==> src/rtl/mc_pkg.sv <==
// Shared encodings for the multicycle MIPS control unit: states, opcodes,
// funct codes, ALU select values and datapath mux selects.
package mc_pkg;

  typedef enum logic [3:0] {
    S_FETCH    = 4'd0,
    S_DECODE   = 4'd1,
    S_MEMADR   = 4'd2,
    S_MEMRD    = 4'd3,
    S_MEMWB    = 4'd4,
    S_MEMWR    = 4'd5,
    S_RTYPEEX  = 4'd6,
    S_RTYPEWB  = 4'd7,
    S_BEQEX    = 4'd8,
    S_BNEEX    = 4'd9,
    S_ADDIEX   = 4'd10,
    S_ADDIWB   = 4'd11,
    S_JEX      = 4'd12
  } state_t;

  localparam logic [5:0] OP_RTYPE = 6'b000000;
  localparam logic [5:0] OP_LW    = 6'b100011;
  localparam logic [5:0] OP_SW    = 6'b101011;
  localparam logic [5:0] OP_BEQ   = 6'b000100;
  localparam logic [5:0] OP_BNE   = 6'b000101;
  localparam logic [5:0] OP_ADDI  = 6'b001000;
  localparam logic [5:0] OP_J     = 6'b000010;

  localparam logic [5:0] FN_ADD = 6'b100000;
  localparam logic [5:0] FN_SUB = 6'b100010;
  localparam logic [5:0] FN_AND = 6'b100100;
  localparam logic [5:0] FN_OR  = 6'b100101;
  localparam logic [5:0] FN_SLT = 6'b101010;
  localparam logic [5:0] FN_SLL = 6'b000000;
  localparam logic [5:0] FN_SRL = 6'b000010;

  localparam logic [2:0] ALU_AND = 3'b000;
  localparam logic [2:0] ALU_OR  = 3'b001;
  localparam logic [2:0] ALU_ADD = 3'b010;
  localparam logic [2:0] ALU_SLL = 3'b100;
  localparam logic [2:0] ALU_SRL = 3'b101;
  localparam logic [2:0] ALU_SUB = 3'b110;
  localparam logic [2:0] ALU_SLT = 3'b111;

  localparam logic [1:0] SRCA_PC    = 2'b00;
  localparam logic [1:0] SRCA_REG   = 2'b01;
  localparam logic [1:0] SRCA_SHAMT = 2'b10;

  localparam logic [1:0] SRCB_REG    = 2'b00;
  localparam logic [1:0] SRCB_FOUR   = 2'b01;
  localparam logic [1:0] SRCB_IMM    = 2'b10;
  localparam logic [1:0] SRCB_IMM_SH = 2'b11;

  localparam logic [1:0] PC_ALU    = 2'b00;
  localparam logic [1:0] PC_ALUOUT = 2'b01;
  localparam logic [1:0] PC_JUMP   = 2'b10;

endpackage

==> src/rtl/mc_alu_dec.sv <==
// R-type funct decoder: ALU select, shift flag (shamt on the a input) and
// a valid flag for recognised functs.
module mc_alu_dec
  import mc_pkg::*;
(
  input  logic [5:0] funct,
  output logic [2:0] alusel,
  output logic       shift,
  output logic       valid
);

  always_comb begin
    alusel = ALU_ADD;
    shift  = 1'b0;
    valid  = 1'b1;
    case (funct)
      FN_ADD: alusel = ALU_ADD;
      FN_SUB: alusel = ALU_SUB;
      FN_AND: alusel = ALU_AND;
      FN_OR:  alusel = ALU_OR;
      FN_SLT: alusel = ALU_SLT;
      FN_SLL: begin alusel = ALU_SLL; shift = 1'b1; end
      FN_SRL: begin alusel = ALU_SRL; shift = 1'b1; end
      default: valid = 1'b0;
    endcase
  end

endmodule

==> src/rtl/mc_controller.sv <==
// Multicycle MIPS control unit: Moore FSM sequencing fetch, decode, execute,
// memory and writeback, driving all datapath selects and write enables.
module mc_controller
  import mc_pkg::*;
(
  input  logic       clk,
  input  logic       reset,
  input  logic [5:0] op,
  input  logic [5:0] funct,
  input  logic       zero,
  output logic       iord,
  output logic       memwrite,
  output logic       irwrite,
  output logic       regdst,
  output logic       memtoreg,
  output logic       regwrite,
  output logic [1:0] alusrca,
  output logic [1:0] alusrcb,
  output logic [2:0] alusel,
  output logic [1:0] pcsrc,
  output logic       pcen
);

  state_t     state_reg, state_next;
  logic [2:0] dec_sel;
  logic       dec_shift, dec_valid;

  mc_alu_dec u_alu_dec (
    .funct  (funct),
    .alusel (dec_sel),
    .shift  (dec_shift),
    .valid  (dec_valid)
  );

  always_ff @(posedge clk) begin
    if (reset) state_reg <= S_FETCH;
    else       state_reg <= state_next;
  end

  always_comb begin
    state_next = S_FETCH;
    case (state_reg)
      S_FETCH:  state_next = S_DECODE;
      S_DECODE: begin
        case (op)
          OP_LW, OP_SW: state_next = S_MEMADR;
          OP_RTYPE:     state_next = S_RTYPEEX;
          OP_BEQ:       state_next = S_BEQEX;
          OP_BNE:       state_next = S_BNEEX;
          OP_ADDI:      state_next = S_ADDIEX;
          OP_J:         state_next = S_JEX;
          default:      state_next = S_FETCH;
        endcase
      end
      S_MEMADR:  state_next = (op == OP_LW) ? S_MEMRD : S_MEMWR;
      S_MEMRD:   state_next = S_MEMWB;
      S_RTYPEEX: state_next = dec_valid ? S_RTYPEWB : S_FETCH;
      S_ADDIEX:  state_next = S_ADDIWB;
      default:   state_next = S_FETCH;
    endcase
  end

  // Reset overrides the state so outputs look like a FETCH with enables held low.
  always_comb begin
    iord     = 1'b0;
    memwrite = 1'b0;
    irwrite  = 1'b0;
    regdst   = 1'b0;
    memtoreg = 1'b0;
    regwrite = 1'b0;
    alusrca  = SRCA_PC;
    alusrcb  = SRCB_REG;
    alusel   = ALU_ADD;
    pcsrc    = PC_ALU;
    pcen     = 1'b0;
    if (reset) begin
      alusrcb = SRCB_FOUR;
    end else begin
      case (state_reg)
        S_FETCH: begin
          alusrcb = SRCB_FOUR;
          irwrite = 1'b1;
          pcen    = 1'b1;
        end
        S_DECODE: alusrcb = SRCB_IMM_SH;
        S_MEMADR: begin
          alusrca = SRCA_REG;
          alusrcb = SRCB_IMM;
        end
        S_MEMRD: iord = 1'b1;
        S_MEMWB: begin
          memtoreg = 1'b1;
          regwrite = 1'b1;
        end
        S_MEMWR: begin
          iord     = 1'b1;
          memwrite = 1'b1;
        end
        S_RTYPEEX: begin
          alusel  = dec_sel;
          alusrca = dec_shift ? SRCA_SHAMT : SRCA_REG;
        end
        S_RTYPEWB: begin
          regdst   = 1'b1;
          regwrite = 1'b1;
        end
        S_BEQEX, S_BNEEX: begin
          alusrca = SRCA_REG;
          alusel  = ALU_SUB;
          pcsrc   = PC_ALUOUT;
          pcen    = (state_reg == S_BEQEX) ? zero : ~zero;
        end
        S_ADDIEX: begin
          alusrca = SRCA_REG;
          alusrcb = SRCB_IMM;
        end
        S_ADDIWB: regwrite = 1'b1;
        S_JEX: begin
          pcsrc = PC_JUMP;
          pcen  = 1'b1;
        end
        default: ;
      endcase
    end
  end

endmodule

==> config.mk <==
export PLATFORM = sky130hd
export DESIGN_NAME = mc_controller
export DESIGN_NICKNAME = d
export VERILOG_FILES = /design/src/rtl/mc_pkg.sv /design/src/rtl/mc_alu_dec.sv /design/src/rtl/mc_controller.sv
export SDC_FILE = /design/constraint.sdc
export NUM_CORES = 1
export LEC_CHECK = 0
export ABC_AREA = 1
export BUFFER_PORTS_ARGS = -buffer_cell sky130_fd_sc_hd__buf_2
export CORE_MARGIN = 2
export CORE_UTILIZATION = 40
export DETAILED_ROUTE_END_ITERATION = 8
export PLACE_DENSITY = 0.71
export SYNTH_ARGS = -nofsm -noshare
export SYNTH_HDL_FRONTEND = slang
export SYNTH_SLANG_ARGS = --single-unit
==> constraint.sdc <==
create_clock -name clk -period 1.9 [get_ports clk]
set_clock_uncertainty 0.2 [all_clocks]
set_input_delay 0.38 -clock clk [delete_from_list [all_inputs] [get_ports clk]]
set_output_delay 0.38 -clock clk [all_outputs]
set_load 0.01 [all_outputs]
Word-level counts from Yosys, hierarchy flattened
Index checks and enable logic that the tools add are counted.

word-level totals
  bits of input ports = 15
  memory bits (read-only) = 0
  bits in latches = 0
  memory bits (writable) = 0
  memories = 0
  word-level logic and storage cells = 69
  bits in registers = 4
  output and inout bits = 16

cells by class
  bitwise logic cells = 1
  add/subtract/negate cells = 0
  shift operators = 0
  multiply operators = 0
  reductions and logical operators = 12
  div/mod/pow operators = 0
  magnitude comparators = 0
  eq/ne operators = 24
  muxes and demuxes = 31

operator list
  kind                  count
  $pmux W4 S6           2
  $eq A6 B6 Y1 const B  7
  $eq A4 B4 Y1 const B  5
  $pmux W3 S6           1
  $eq A4 B3 Y1 const B  4
  $mux W1               16
  $eq A6 B2 Y1 const B  2
  $eq A6 B3 Y1 const B  2
  $logic_not A6 Y1      2
  $reduce_or A2 Y1      6
  $mux W3               3
  $eq A4 B2 Y1 const B  2
  $mux W2               4
  $pmux W2 S2           2
  $reduce_or A7 Y1      1
  $eq A6 B4 Y1 const B  1
  $pmux W2 S3           1
  $pmux W3 S2           1
  $eq A4 B1 Y1 const B  1
  $logic_not A4 Y1      1
  $reduce_or A4 Y1      1
  $reduce_or A3 Y1      1
  $pmux W1 S2           1
  $not A1 Y1            1

Longest topological paths before layout
  depth after elaboration = 6
  gate-level depth with buffers = 10
  depth with buffers taken out = 10

By module
From an unflattened synthesis, not the netlist that was laid out.

second synthesis, totals
  cells, all modules = 128
  area, all modules = 639.4 um^2

modules (own cells, without submodules)
  module         times used  area an instance (um^2)  cells each
  mc_controller  1           490.5                    100
  mc_alu_dec     1           148.9                    28

Worst setup path after synthesis
OpenSTA, ideal clock, no wires.

  path type = in2out
  start point = input reset
  end point = output regwrite
  slack = 237 ps
  data required time = 1320 ps
  buffers on the path = 1
  arrival = 1083 ps
  cell stages on the path = 4
  path through = buf_2 > inv_1 > nand2_1 > o21ai_0

between the ends
  longest elaborated chain between the ends = 1

RTL lines
  item             RTL line             source
  start, declared  mc_controller.sv:7   input logic reset,
  $mux W1          mc_controller.sv:76  if (reset) begin
  end, declared    mc_controller.sv:16  output logic regwrite,

No other way between the ends.

Worst setup path in the final report
  start point = register state_reg[2]
  end point = output alusrcb[0]

between the ends
  longest elaborated chain between the ends = 4
  elaborated cells on any way between the ends = 7
  classes of those cells = eq/ne: 3; mux: 2; reduce/logical: 2

RTL lines
  item                                          RTL line             source
  start, declared                               mc_controller.sv:24  state_t state_reg, state_next;
  start signal, assigned                        mc_controller.sv:37  else state_reg <= state_next;
  $eq A4 B4 Y1 or $eq A4 B2 Y1 (tied branches)  mc_controller.sv:79  case (state_reg)
  $reduce_or A2 Y1 (no source line)             n/a
  $pmux W2 S3 (*)                               mc_controller.sv:79
  $mux W2 (*)                                   mc_controller.sv:76
  end, declared                                 mc_controller.sv:18  output logic [1:0] alusrcb,

Every way passes the cells marked *; elsewhere a longest branch is shown, timed or not.

==> results by group <==
Global route
  – Most crowded layer after global routing: met2
  – GR Util met2: 0.352
  – Largest net degree at the start of global routing: 10
  – Global route total overflow: 0
  – Initial antenna violation count: 0
  – Vias in the first global route: 812
  – GRT Util Overall: 0.202
  – Met3 usage: 0.0357
  – First-pass GRT wire length: 3.21 mm
  – GRT met1 Usage: 0.272

Pwr
  – Total power: 292 uW
  – PD cells: 293 mW/mm2
  – VDD IR-drop max: 0.501 mV
  – Leakage Power: 0.562 nW

Yosys
  – Xor/xnor share of the synthesized area: 0
  – Post-synthesis simple-gate area fraction: 0.608
  – Post-synth top area share: 0.158
  – Largest family of logic cells by synthesized area: simple AND/OR/NAND/NOR gates
  – Synthesized flop and latch total: 4
  – Syn avg cell area: 5.13 um2
  – Post-synthesis cell count: 134
  – Synthesized net count: 149
  – Synth Area in Adders: 0
  – Post-synth top area cell: nor2_1
  – Warnings, synthesis: 0
  – Seq/Total Area, Yosys: 0.117
  – Mux share of post-synthesis cell area: 0
  – Mapped Area: 687 um2
  – Main area contributors after synthesis: nor2_1, nand2_1, dfxtp_1
  – Compound-Gate Fraction of Synth Area: 0.115
  – Yosys cell types: 20

Hold path
  – WHS Path Cells: 3
  – Worst hold path type: input pin to flop

CTS
  – CTS tree: built
  – Sink Count: 4
  – Clk Latency, worst-skew pair: 0.23 ns
  – Clk root buf: clkbuf_4
  – CTS Buffer Depth: 2
  – Hold_buf cts: 0
  – Worst-path clk slew: 0.04 ns
  – CTS buffer count: 3
  – H-tree Lvls: 1

Layout
  – # fillers: 139
  – Area growth syn-to-layout: 44.8%
  – Max reg flops: 4
  – Layout Nets: 192
  – N_diodes: 0
  – Share of cells above drive strength 1: 0.440
  – Non-Filler Instances: 191

Critical path
  – WS Path Type: flop to primary output
  – Buffers plus inverters on the worst setup path: 3
  – CP max FO: 5
  – R2R depth: 8
  – Crit path DAT: 1.36 ns
  – Cell with the biggest individual delay on the critical path: dfxtp_4
  – Cell depth of the worst setup path: 5
  – CP required: 1.32 ns
  – CP top delay family: buffers and inverters
  – Startpoint Class: flop
  – Crit-path max cell delay: 0.36 ns
  – Worst-path cell chain: buf_4 > nor2_4 > inv_2 > o21ai_0 > buf_2
  – Worst Setup End Kind: primary output

Placed design
  – Final HPWL DP: 1.48 mm
  – Placed Instances: 180
  – GP Congestion: 0.857
  – I/O Buffers: 30

Floorplan
  – Die Span X: 45.4 um
  – Core region area: 0.00156 mm2
  – Boundary Pins: 31
  – Die area: 0.00206 mm2
  – Initial Util: 0.441
  – Die Span Y: 45.4 um
  – Std-Cell Rows: 14

Job
  – Max Cap Viol: 0

Detailed routing
  – Antenna-violating nets left: 0
  – WL final: 2.11 mm
  – DRC Markers: 0
  – WL per Instance: 11.1 um
  – Starting DRC count in detailed routing: 28
  – Vias post-DR: 969
  – Detailed Routing Iterations Pass 1: 4
  – Vias per Instance: 5.07

STA
  – Final max-slew violation count: 0
  – Unrepaired setup endpoints after global routing: true
  – Setup ws final: -0.0416 ns
  – Post-route clock period utilization: 1.02
  – Slew HR: 0.836
  – Fmax: 515 MHz
  – Actual slew at the worst max-slew pin: 0.246 ns
  – Final setup viols: 2
  – Final min period: 1.94 ns
  – Hold Vio Cnt, Final: 0

Run status
  – Failing checks: negative setup slack
  – Outcome: finished, violations left
## final timing paths
path | start | endpoint | slack (ns)
max | state_reg[2] | alusrcb[0] | -0.04
min | reset | state_reg[3] | 0.31
max reg2reg | state_reg[2] | state_reg[0] | 0.41
min reg2reg | state_reg[0] | state_reg[0] | 0.51
## Yosys cell counts, drive strengths merged
cell   instances
nor2          38
inv           28
nand2         27
nand3         16
o21ai          7
a21oi          4
dfxtp          4
nor3           3
a31oi          2
nand4          2
and2           1
buf            1
o31ai          1
## worst reg2reg max path: stages, from the launching register on
cell and delay [ns]:
dfxtp_4 0.36, buf_4 0.14, nor2_4 0.18, nand2_2 0.12, nor3_1 0.20, nor2_1 0.06, nand3_1 0.08, nand2_1 0.05
inv_1 0.05
## area by class of cell
type / count / area (um2) / share of cell area
multi-input combinational: 101 / 532 / 0.535
timing repair buffer: 39 / 218 / 0.219
inverter: 28 / 108 / 0.108
sequential: 4 / 95.1 / 0.0956
clock buffer: 3 / 22.5 / 0.0226
tap: 16 / 20.0 / 0.0201
## cell usage in the layout (no fill, tap or decap), types with 3 or more instances in the layout
cell type  Yosys  layout
buf_4          0       9
o21ai_1        1       4
nor2_1        29      27
nand3_1       15      15
nand2_2        5       6
nand2_1       22      21
nor2_4         4       8
nor2_2         5       3
inv_2          7       9
clkbuf_4       0       3
inv_1         21      18
buf_2          1      30
nor3_1         3       3
dfxtp_4        0       4
## where the power goes
part           internal (mW)  switching (mW)
clock                 0.0703          0.0295
combinational         0.0391          0.0645
sequential            0.0832         0.00504
total                  0.193          0.0990
## per-stage QoR
step / utilization / area, um2 / hold slack [ns] / TNS (ns) / worst slack (ns)
after floorplan: - / 687 / 0.437 / 0 / 0.237
after global placement: 0.551 / 860 / 0.499 / 0 / 0.0844
after detailed placement: 0.551 / 860 / 0.515 / 0 / 0.0840
after CTS: 0.593 / 925 / 0.277 / 0 / 0.0130
after global routing: 0.638 / 995 / 0.328 / -0.454 / -0.0877
final: 0.638 / 995 / 0.307 / -0.0461 / -0.0416
## layer usage
metal  wire length, um  vias to the layer above
met2              1100                       34
met4                16                        0
li1                  -                      501
met5                 0                        -
met1               903                      432
met3                98                        2
## timing repair
action,4_1_cts,5_1_grt
endpoints found under the setup margin,7,10
setup buffers,4,4
pin swaps,1,5
resized for setup,7,17
## cells by family after synthesis
group                  after synthesis
AND/OR/NAND/NOR                     87
buffers and inverters               29
AO/OA/AOI/OAI                       14
flip-flops                           4
Note: power is estimated with default switching activity, not from simulation.
